$ cat config.mk
export PLATFORM = sky130hd
export DESIGN_NAME = mem_arbiter_2x1
export DESIGN_NICKNAME = d
export VERILOG_FILES = /design/src/rtl/mem_arbiter_2x1_pkg.sv /design/src/rtl/mux_2x1.sv /design/src/rtl/mem_arbiter_2x1.sv
export SDC_FILE = /design/constraint.sdc
export NUM_CORES = 1
export LEC_CHECK = 0
export BUFFER_PORTS_ARGS = -buffer_cell sky130_fd_sc_hd__buf_2
export CAP_MARGIN = 15
export CORE_AREA = 2 2 79 81
export CTS_BUF_LIST = sky130_fd_sc_hd__clkbuf_4 sky130_fd_sc_hd__clkbuf_8
export DETAILED_ROUTE_END_ITERATION = 10
export DIE_AREA = 0 0 81 83
export GPL_ROUTABILITY_DRIVEN = 1
export PLACE_DENSITY = 0.68
export SLEW_MARGIN = 5
export SYNTH_ARGS = -nofsm -noshare
export SYNTH_HDL_FRONTEND = slang
export SYNTH_SLANG_ARGS = --single-unit
export TNS_END_PERCENT = 10
$ cat constraint.sdc
create_clock -name clk -period 4.8 [get_ports clk]
set_input_delay 0.48 -clock clk [delete_from_list [all_inputs] [get_ports clk]]
set_output_delay 0.48 -clock clk [all_outputs]
set_load 0.01 [all_outputs]
$ cat src/rtl/mem_arbiter_2x1_pkg.sv
// Shared constants for the two-requester memory arbiter: state encoding and hold limit.
package mem_arbiter_2x1_pkg;

    localparam int MAX_HOLD_DEFAULT = 4;
    localparam int DATA_W           = 32;

    typedef enum logic [1:0] {
        IDLE = 2'b00,
        OWN0 = 2'b01,
        OWN1 = 2'b10
    } arb_state_e;

    function automatic arb_state_e own_state(input logic idx);
        return idx ? OWN1 : OWN0;
    endfunction

endpackage

$ cat src/rtl/mux_2x1.sv
// Plain 2:1 multiplexer used for address and write-data steering.
module mux_2x1 #(
    parameter int W = 32
) (
    input  logic [W-1:0] d0,
    input  logic [W-1:0] d1,
    input  logic         sel,
    output logic [W-1:0] y
);

    assign y = sel ? d1 : d0;

endmodule

$ cat src/rtl/mem_arbiter_2x1.sv
// Two-requester memory port arbiter with registered grants and a bounded hold
// so one requester cannot starve the other while both keep requesting.
module mem_arbiter_2x1
    import mem_arbiter_2x1_pkg::*;
#(
    parameter int MAX_HOLD = MAX_HOLD_DEFAULT
) (
    input  logic              clk,
    input  logic              rst_n,
    input  logic              req0,
    input  logic              req1,
    input  logic              we0,
    input  logic              we1,
    input  logic [DATA_W-1:0] addr0,
    input  logic [DATA_W-1:0] addr1,
    input  logic [DATA_W-1:0] wdata0,
    input  logic [DATA_W-1:0] wdata1,
    input  logic              mem_ready,
    output logic              gnt0,
    output logic              gnt1,
    output logic              sel,
    output logic              mem_valid,
    output logic              mem_we,
    output logic [DATA_W-1:0] mem_addr,
    output logic [DATA_W-1:0] mem_wdata,
    output logic              done0,
    output logic              done1
);

    localparam int HW = $clog2(MAX_HOLD + 1);
    localparam logic [HW-1:0] HOLD_MAX  = HW'(MAX_HOLD);
    localparam logic [HW-1:0] HOLD_LAST = HW'(MAX_HOLD - 1);

    arb_state_e    state_q, state_d;
    logic          sel_q, sel_d;
    logic          last_owner_q, last_owner_d;
    logic [HW-1:0] hold_cnt_q, hold_cnt_d;

    logic own_idx;
    logic own_req;
    logic other_req;
    logic own_done;

    assign gnt0      = (state_q == OWN0);
    assign gnt1      = (state_q == OWN1);
    assign sel       = sel_q;
    assign mem_valid = (gnt0 & req0) | (gnt1 & req1);
    assign mem_we    = sel_q ? we1 : we0;
    assign done0     = gnt0 & mem_valid & mem_ready;
    assign done1     = gnt1 & mem_valid & mem_ready;

    mux_2x1 #(.W(DATA_W)) u_addr_mux (
        .d0  (addr0),
        .d1  (addr1),
        .sel (sel_q),
        .y   (mem_addr)
    );

    mux_2x1 #(.W(DATA_W)) u_wdata_mux (
        .d0  (wdata0),
        .d1  (wdata1),
        .sel (sel_q),
        .y   (mem_wdata)
    );

    assign own_idx   = (state_q == OWN1);
    assign own_req   = own_idx ? req1 : req0;
    assign other_req = own_idx ? req0 : req1;
    assign own_done  = done0 | done1;

    always_comb begin
        // NOTE: every output of this block gets a default first so no latch is inferred.
        state_d      = state_q;
        sel_d        = sel_q;
        last_owner_d = last_owner_q;
        hold_cnt_d   = hold_cnt_q;

        unique case (state_q)
            IDLE: begin
                hold_cnt_d = '0;
                // On a tie the requester that did not own last goes first.
                if (req0 && (!req1 || last_owner_q)) begin
                    state_d = OWN0;
                    sel_d   = 1'b0;
                end else if (req1) begin
                    state_d = OWN1;
                    sel_d   = 1'b1;
                end
            end
            OWN0, OWN1: begin
                if (!own_req) begin
                    last_owner_d = own_idx;
                    hold_cnt_d   = '0;
                    if (other_req) begin
                        state_d = own_state(!own_idx);
                        sel_d   = !own_idx;
                    end else begin
                        state_d = IDLE;
                    end
                end else if (own_done) begin
                    // >= rather than == so a saturated count still yields to a new waiter.
                    if (other_req && hold_cnt_q >= HOLD_LAST) begin
                        state_d      = own_state(!own_idx);
                        sel_d        = !own_idx;
                        last_owner_d = own_idx;
                        hold_cnt_d   = '0;
                    end else if (hold_cnt_q != HOLD_MAX) begin
                        hold_cnt_d = hold_cnt_q + 1'b1;
                    end
                end
            end
            default: state_d = IDLE;
        endcase
    end

    always_ff @(posedge clk) begin
        // NOTE: sequential state uses non-blocking assignments only.
        if (!rst_n) begin
            state_q      <= IDLE;
            sel_q        <= 1'b0;
            last_owner_q <= 1'b1;
            hold_cnt_q   <= '0;
        end else begin
            state_q      <= state_d;
            sel_q        <= sel_d;
            last_owner_q <= last_owner_d;
            hold_cnt_q   <= hold_cnt_d;
        end
    end

endmodule

==> results of run 1 <==
## cells in the mapped netlist
library cell	count
mux2_2	65
nand3_1	10
dfxtp_1	7
ha_1	7
inv_1	7
buf_2	6
nand2_1	6
and3_1	4
clkbuf_1	4
nor2_1	4
o211ai_1	4
a22o_1	3
mux2i_1	3
a21oi_2	2
nand2b_1	2
nand3b_1	2
o2111ai_1	2
o21ai_0	2
a211o_1	1
a21boi_0	1
a21o_1	1
a21oi_1	1
a2bb2oi_1	1
a31oi_1	1
and2_1	1
and3b_4	1
buf_1	1
buf_6	1
nor3_1	1
nor4bb_1	1
o21bai_4	1
o311ai_2	1
o32a_4	1
or3_1	1
## cell type report
cell class              instances  area (um^2)
diodes                          6         15.0
clock buffers                   4         48.8
fillers                       573         3220
inverters                       7         26.3
multi-input cells             130         1230
flip-flops and latches          7          141
well taps                      75         93.8
repair buffers                206         1030
## flip-flops by register name, summed over array words and instances (netlist names)
signal,count
state_q,2
last_owner_q,1
hold_cnt_q,3
sel,1
## worst min-delay path, cell delays in order (launching register included)
cell and delay (ps):
dfxtp_1 340, nand2_1 60, mux2i_1 60
## per-layer routing
layer	wire length, um	vias to the layer above
met5	77	-
met1	2670	902
met3	1170	15
met2	3140	119
li1	-	987
met4	57	10
## stage by stage
step,hold WS [ps],setup slack [ps],instance area (um^2),instances,util
finish,514,2260,2590,435,0.446
global route,552,2140,2580,431,0.444
CTS,518,2220,2580,429,0.443
detailed placement,507,2480,2530,425,0.435
global placement,481,2510,2530,425,0.435
floorplan,456,2970,1460,156,-
## power by group
group,switching [W],internal [W]
registers,0.0000405,0.0000739
clock network,0.0000332,0.0000638
logic,0.000300,0.000347
total,0.000373,0.000485
## worst max path at each step
stage	endpoint	cells after the start
after global placement	mem_wdata[14]	3
after global routing	mem_wdata[14]	3
after CTS	mem_wdata[14]	3
after detailed placement	mem_wdata[14]	3
after floorplan	hold_cnt_q[2]	7
final	mem_wdata[14]	3
## logic make-up (layout without fill, tap and decap cells)
| logic type | after synthesis | count (layout) | share of synthesized area |
|---|---|---|---|
| other cells | 0 | 6 | 0 |
| fa+ha+maj | 7 | 7 | 0.0600 |
| mux | 68 | 68 | 0.522 |
| buf+inv | 19 | 217 | 0.0592 |
| simple gates | 33 | 33 | 0.123 |
| flops | 7 | 7 | 0.0961 |
| compound gates | 22 | 22 | 0.139 |
==> impl_summary.md, run 1 <==
Run status
The flow ran to the end, and the final reports show no timing, DRC or antenna violations.

Die
The width of the die is 81 um. The overall die area is 6720 um^2. The floorplan step set the die height to 83 um. For this configuration, the core starts out at a cell density of 0.251.

The floorplan has 28 rows. The total area inside the core boundary comes to 5820 um^2. The number of top-level pins is 206.

Min path
The end point of the most critical hold path is state_q[0]. Along the worst hold path, the cell count comes to 2. The worst hold path begins at state_q[0].

In this run the worst hold path is classified as register to register.

Place
Detailed placement finished with a half-perimeter wire length of 6150 um. At the end of routability-driven placement, the weighted congestion stood at 0.880. Input and output buffers added on the ports amount to 205.

Synth
The number of nets in the synthesized netlist is 298. The biggest area contributor in the post-synthesis netlist is mux2_2. The synthesized netlist contains 34 unique library cells. In the post-synthesis netlist, the biggest area contributors are mux2_2, dfxtp_1, ha_1, nand3_1, buf_2. The count of mapped cells out of synthesis is 156. The count of synthesis-stage warnings from yosys is 0. The share of the Yosys chip area taken by registers is 0.0961. Dividing the synthesized area by the synthesized cell count gives 9.35 um^2. Of the post-synthesis cell area, the dominant cell type holds 0.502. The cell area after synthesis is 1460 um^2. The number of flip-flops and latches in the synthesized netlist is 7.

Routing
In the final routed layout, each cell accounts on average for 16.4 um. The number of detailed-routing iterations run before antenna repair is 4. The final antenna-violating net count is 0. The detail-routed via count per cell is 4.67. The final route contains 2033 vias. After detailed routing, the number of remaining DRC violations is 0.

After detailed routing, the total wire length is 7120 um. The iteration-0 DRC count of the detailed router is 48.

Critical path
The worst path required time is 4320 ps. The critical path goes through buf_4 > mux2_2 > buf_2. For this run, the slowest stage of the critical path takes 730 ps.

In this run the critical register-to-register path is captured at hold_cnt_q[2]. The flop-to-flop setup slack is 2830 ps. For this design, the slowest cell found on the critical path is dfxtp_2. STA classifies the critical path startpoint as a register. The data arrival time of the critical path is 2060 ps. The cell class contributing the biggest share of worst-path delay is flip-flops. The maximum fanout count along the critical path is 39. For the worst flop-to-flop path, the logic depth is 6. The sum of buffers and inverters on the critical path is 2. The class of the most critical setup path is register to primary output. The launch instance of the worst register-to-register path is state_q[1].

The critical path starts at sel. The worst setup path is captured at a primary output.

Final layout
The area overhead of the layout relative to synthesis is 77.6%. The most common cell after layout, fill and taps aside is buf_2. The number of nets in the layout is 497.

The top cell types in the final layout, fill and taps aside, are buf_2, mux2_2, nand3_1. Of the cells placed in the final design, the portion with a size suffix greater than 1 is 0.797.

CTS
TritonCTS built the clock tree. The number of buffers added by the clock tree synthesis step is 3. The number of sinks driven by the clock tree is 7. The CTS H-tree depth is 1. The clock tree root buffer cell is clkbuf_8.

At the later pin of the worst-skew pair, clock insertion delay measures 240 ps. For this design, the CTS-stage hold fixing added 0 buffers. The post-cts gate resize count is 0.

The number of buffers inserted by post-CTS setup repair is 0. After clock tree synthesis, the clock-pin slew on the worst setup and hold paths is 50 ps. In this run the deepest clock path goes through 2 buffers.

Timing
The number of max-slew violations in the final report is 0. The total negative slack for setup checks is 0 ps. Setup violations remaining at the end of the flow were counted as 0. Counting I/O delays and the setup requirement, the final critical path takes 2540 ps. The hold violation count in the final report was 0. The portion of the clock cycle consumed by the worst path in the final layout is 0.529. Setup repair after global routing left no endpoint under its margin. For this run, the top clock speed supported by timing is 394 MHz. The clock arrives with 0.367 ps of skew. The measured slew at the worst slew-check pin is 643 ps. The worst max-slew margin expressed relative to the limit is 0.571.

Pwr
The maximum resistive drop on vdd is 0.000195 V. The static leakage is 1.37 nW. Power spread over the standard cell area amounts to 331 nW/um^2.

The completed layout was analyzed and its total power is 0.000858 W.

GRT
The first global-routing pass estimated 10100 um of wire. The number of global-route vias before repair is 1949. The global route total overflow is 0. The met2 global-route usage is 0.325.

In the global route stage, met1 resource usage came out at 0.214. The number of antenna violations at the first check in global routing is 11. For met3 alone, demand over resource in global routing was 0.136. Across every metal layer, demand over resource in global routing totals 0.200.

The global routing stage identified its most utilized layer as met2. Entering global routing, the biggest net connects 40 pins.

Run
The number of max-cap violations is 0.
No activity file was read; power rests on OpenSTA's default activity.
==> run 2, diff against run 1 <==
Settings changed: CORE_AREA 2 2 79 81 to 2 2 80 82, DIE_AREA 0 0 81 83 to 0 0 82 84, PLACE_DENSITY 0.68 to 0.69.
Clock period 4.8 ns to 2.2 ns, I/O delays scaled along.
==> run 2 against run 1 <==
Against the previous run:
- via count shrank 0.79%
- sequential power rose by 65%
- critical path depth up 3
- sequential share of layout area barely moved
- clock power rose by 110%
- flip-flop and latch count unchanged
- first-iteration DRC count up 15%
- wire length increased by 1.8%
- combinational power is 130% higher
- cell area up 0.77%
- clock skew up 3.9 ps
- critical endpoint is now hold_cnt_q[2]
==> impl_summary.md, run 2 (synthesis gave the netlist of run 1 again) <==
Critical path
The class of the most critical setup path is register to register. The type of element capturing the critical path is a register. The worst path required time is 2340 ps. STA classifies the critical path startpoint as a register. The worst register-to-register path has a depth of 6.

For the worst setup path, the data arrival time is 2090 ps. The maximum fanout count along the critical path is 9.

Final layout
The area overhead of the layout relative to synthesis is 79.0%. The most common cell after layout, fill and taps aside is buf_2. The share of final-layout standard cells stronger than drive strength 1 is 0.797. The register with the most flip-flops in the layout has 3 of them. The count of non-filler cells in the finished layout is 442. The utilization after layout is 0.428. The largest registers in the layout are hold_cnt_q: 3 flops, state_q: 2 flops.

The register with the most flip-flops in the final layout is hold_cnt_q. The number of nets in the layout is 498. In the layout the commonest cells are buf_2, mux2_2, nand3_1.

Timing
Setup repair after global routing left no endpoint under its margin. Adding up every negative setup slack in the final design gives 0 ps. The measured slew at the worst slew-check pin is 411 ps. The hold violation count in the final report is 0. The maximum frequency from static timing analysis is 512 MHz. The post-route minimum period is 1950 ps. The tightest hold margin is 298 ps. The number of max-slew violations in the final report came to 0. The portion of the clock cycle consumed by the worst path in the final layout is 0.888. In this run the tightest slew margin relative to its limit is 0.726. Across the routed clock network, the largest skew measured is 4.28 ps. Setup violations remaining at the end of the flow were counted as 0.

Routing
The DRC violations left is 0. In the routed layout, each cell is associated on average with a via count of 4.56. The detailed router finished its first iteration with 55 violations. Once detail routing completed, the nets flagged for antenna violations numbered 0.

For this block, the routed nets add up to 7250 um of wire. The final routed wire length divided by cell count is 16.4 um. The number of detailed-routing iterations run before antenna repair is 4. For this block, the via count after detailed routing is 2017.

Pwr
The total power consumption of the routed design is 0.00188 W. VDD sags by at most 0.000585 V. The power per cell area is 722 nW/um^2. The analysis attributes to cell leakage a power of 1.38 nW.

Die
In this run the horizontal extent of the chip is 82 um. The number of top-level pins is 206. From bottom edge to top edge, the die measures 84 um. The site row count is 29. The die covers 6890 um^2. The starting density of the core is 0.239. The placeable core region is 6100 um^2.

CTS
The clock latency of the later-clocked register in the worst-skew pair is 230 ps. The number of sinks driven by the clock tree is 7. For this design, the CTS-stage hold fixing added 0 buffers.

The maximum count of clock buffers along a single path is 2. TritonCTS built the clock tree. The number of gates resized after CTS was 0.

The clock tree root buffer cell is clkbuf_8. After clock tree synthesis, the setup repair step added 0 buffers. The clock transition at the registers of the reported paths is 40 ps. In this run the number of H-tree levels came out at 1. The number of buffers added by the clock tree synthesis step is 3.

GRT
For this run, the total global-route usage over all layers was measured as 0.191. The first-pass GRT wire length is 9760 um. The pin count of the biggest net entering global routing is 35. Global routing finished with a remaining overflow of 0.

The number of antenna violations at the first check in global routing is 14. The number of global-route vias before repair is 1889.

Place
The number of buffer cells added on primary ports is 205. The weighted congestion at the end of routability-driven global placement is 0.844. The final HPWL from detailed placement is 6390 um. Counting tap cells, the placed design contains a total of 428 instances.

Run status
The flow ran to the end, and the final reports show no timing, DRC or antenna violations.

Run
The number of max-cap violations is 0.

Min path
The min-delay analysis places its worst path in the category input port to register. The worst hold path passes through 2 cells.
-- run 2: per-layer routing --
| layer | vias up | track usage | share of wire |
|---|---|---|---|
| li1 | 1002 | - | - |
| met5 | - | 0 | 0.0098 |
| met1 | 871 | 0.219 | 0.39 |
| met3 | 14 | 0.165 | 0.19 |
| met4 | 10 | 0.0303 | 0.0063 |
| met2 | 120 | 0.274 | 0.41 |
-- run 2: cell type report --
type	instances	area, um^2
Fill cell	622	3480
Antenna cell	10	25.0
Sequential cell	7	141
Clock buffer	4	48.8
Timing Repair Buffer	207	1040
Inverter	7	26.3
Multi-Input combinational cell	130	1230
Tap cell	77	96.3
-- run 2: worst max-delay path, stage by stage, from the launching register on --
cell	delay [ps]
dfxtp_1	370
inv_1	80
ha_1	410
and3b_4	240
o32a_4	360
o21bai_4	190
o311ai_2	220
-- run 2: per-stage QoR --
step	setup slack [ps]	cell area, um^2
2_1_floorplan	368	1460
3_3_place_gp	320	2540
3_5_place_dp	246	2540
4_1_cts	238	2590
5_1_grt	179	2590
6_report	245	2610
-- run 2: final timing paths --
kind,startpoint,end,slack (ps)
setup / recovery,state_q[0],hold_cnt_q[2],250
hold / removal,rst_n,last_owner_q,300
setup reg to reg,state_q[0],hold_cnt_q[2],250
hold reg to reg,state_q[1],state_q[1],500
-- run 2: report_power, final --
group / total, W / switching, W / internal [W]
Sequential: 0.000188 / 0.0000272 / 0.000161
Clock: 0.000200 / 0.0000621 / 0.000138
Combinational: 0.00150 / 0.000730 / 0.000765
==> run 3, diff against run 2 <==
==> constraint.sdc (replaced) <==
create_clock -name clk -period 2.2 [get_ports clk]
set_input_delay 0.44 -clock clk [delete_from_list [all_inputs] [get_ports clk]]
set_output_delay 0.44 -clock clk [all_outputs]
set_load 0.01 [all_outputs]
==> run 3 against run 2 <==
Against the previous run:
- flip-flop and latch count unchanged
- clock skew decreased by 2.6 ps
- wire length increased by 0.43%
- cell area increased by 0.48%
- clock power increased by 2%
- non-clock buffer count unchanged
- fmax decreased by 5.4%
- die area unchanged
- critical path depth decreased by 1
- sequential share of layout area about the same
- via count increased by 1.5%
- core utilization increased by 0.21 points
- critical path type is now register to primary output
- largest cell class unchanged
- largest power group unchanged
==> impl_summary.md, run 3 (synthesis gave the netlist of run 1 again) <==
CTS
The number of buffers added by the clock tree synthesis step is 3. Post-CTS timing repair inserted 0 buffers for setup. Buffers inserted to repair hold after CTS numbered 0. The CTS H-tree depth is 1. The clock latency of the later-clocked register in the worst-skew pair is 230 ps. TritonCTS built the clock tree. The clock tree root buffer cell is clkbuf_8. The clock net in this run drives a total of 7 sinks.

The maximum count of clock buffers along a single path is 2. The clock transition at the registers of the reported paths is 40 ps. The post-cts gate resize count is 0.

Final layout
The share of final-layout standard cells stronger than drive strength 1 is 0.797. In the final layout, the registers with the most flip-flops are hold_cnt_q: 3 flops, state_q: 2 flops. From synthesis to final layout, the design area changed by 79.8%.

The register ranked first by flip-flop count is hold_cnt_q. The top cell types in the final layout, fill and taps aside, are buf_2, mux2_2, nand3_1. The finished cells cover 2620 um^2. The flip-flop count of the largest register, all copies and words added is 3. The number of nets in the layout is 498. The library cell used most frequently in the layout, excluding fill and tap cells, is buf_2.

Routing
The final antenna-violating net count is 0. The total routed wirelength is 7280 um. After detailed routing, the number of remaining DRC violations is 0.

The final routed wire length divided by cell count is 16.5 um. In the routed layout, each cell is associated on average with a via count of 4.63. The first TritonRoute pass finished after 4 iterations. The routed layout has 2047 vias. The first routing iteration left 45 violations.

Place
The congestion estimate from routability-driven global placement came to 0.817. The number of buffer cells added on primary ports is 205. Once detailed placement completed, the half-perimeter wirelength came to 6390 um. The total placed instance area is 2550 um^2.

Timing
The measured slew at the worst slew-check pin is 376 ps. Of the available clock period, the critical path in the final layout requires 0.939. Setup repair after global routing left no endpoint under its margin. The count of final setup violators is 0. The clock skew is 1.64 ps. For the finished layout, the period the worst path requires is 2070 ps. The number of max-slew violations in the final report came to 0. After routing, the total negative slack on setup checks comes to 0 ps.

The hold violation count in the final report was 0. The worst max-slew margin expressed relative to the limit is 0.749. The maximum frequency from static timing analysis is 484 MHz.

Critical path
The worst path required time is 1760 ps. The type of element capturing the critical path is a primary output. Of all nets on the critical path, the largest fanout is 12.

The flop-to-flop setup slack is 270 ps. The class of the most critical setup path is register to primary output. STA classifies the critical path startpoint as a register. Data arrives at the worst endpoint at 1630 ps.

Die
The height of the die is 84 um. The floorplan step defined a die boundary enclosing 6890 um^2. In this run the horizontal extent of the chip is 82 um.

The initialized floorplan defines 29 standard-cell rows. The number of top-level pins is 206. The starting density of the core is 0.239. The core region is 6100 um^2.

Pwr
VDD sags by at most 0.000716 V. Summed over all cells, the static leakage comes to 1.38 nW. The sequential share of power is 0.101.

The portion of total power attributed to combinational logic is 0.791. The internal power of the cells totals 0.00108 W. The share of total power dissipated in the clock network is 0.107. The switching part of the total is 0.433. In this run the power density over the cells is 727 nW/um^2. The switching component of the power is 0.000826 W.

GRT
The number of antenna violations at the first check in global routing is 15. The pin count of the biggest net entering global routing is 38. In the global route stage, overall resource usage came out at 0.197.

Global routing finished with a remaining overflow of 0. The first global-routing pass estimated 10100 um of wire. The number of global-route vias before repair was 2001.

Run status
The run finished with clean final reports.

Min path
In this run the worst hold path is classified as register to register.

Run
Across the run, the number of max-cap violations was 0.
==> run 3: routing by layer <==
layer,vias up,GRT usage,wire (um)
li1,998,-,-
met2,142,0.282,2910
met5,-,0,72
met3,16,0.169,1460
met1,881,0.223,2770
met4,10,0.0409,71
==> run 3: per-stage QoR <==
stage / power [W] / setup slack (ps) / util / instances / hold WS [ps]
2_1_floorplan: 0.00121 / 368 / - / 156 / 456
3_3_place_gp: 0.00169 / 333 / 0.418 / 428 / 476
3_5_place_dp: 0.00171 / 275 / 0.418 / 428 / 491
4_1_cts: 0.00193 / 129 / 0.426 / 432 / 497
5_1_grt: 0.00205 / 53.1 / 0.427 / 434 / 532
6_report: 0.00191 / 134 / 0.430 / 442 / 491
==> run 3: final cells by class <==
type | count | area (um^2)
clock buffers | 4 | 48.8
inverters | 7 | 26.3
diodes | 10 | 25.0
repair buffers | 207 | 1050
well taps | 77 | 96.3
multi-input cells | 130 | 1230
fillers | 623 | 3470
flip-flops and latches | 7 | 141
==> run 3: power groups by stage <==
stage               Clock, W  Combinational (W)  Sequential (W)
global route        0.000215            0.00164        0.000197
finish              0.000204            0.00151        0.000194
detailed placement         0            0.00151        0.000196
floorplan                  0            0.00102        0.000188
CTS                 0.000206            0.00153        0.000195
global placement           0            0.00150        0.000192
==> run 3: worst max-delay path: stages, from the launching register on <==
cell and delay (ps):
dfxtp_1 370, inv_1 80, ha_1 330, a22o_1 280, and3_1 190, buf_2 140
==> run 3: path summary, 6_finish.rpt <==
| kind | from | end | cells after the start |
|---|---|---|---|
| setup reg to reg | state_q[0] | hold_cnt_q[2] | 6 |
| hold reg to reg | state_q[1] | state_q[1] | 2 |
| setup / recovery | state_q[0] | done1 | 5 |
| hold / removal | state_q[1] | state_q[1] | 2 |
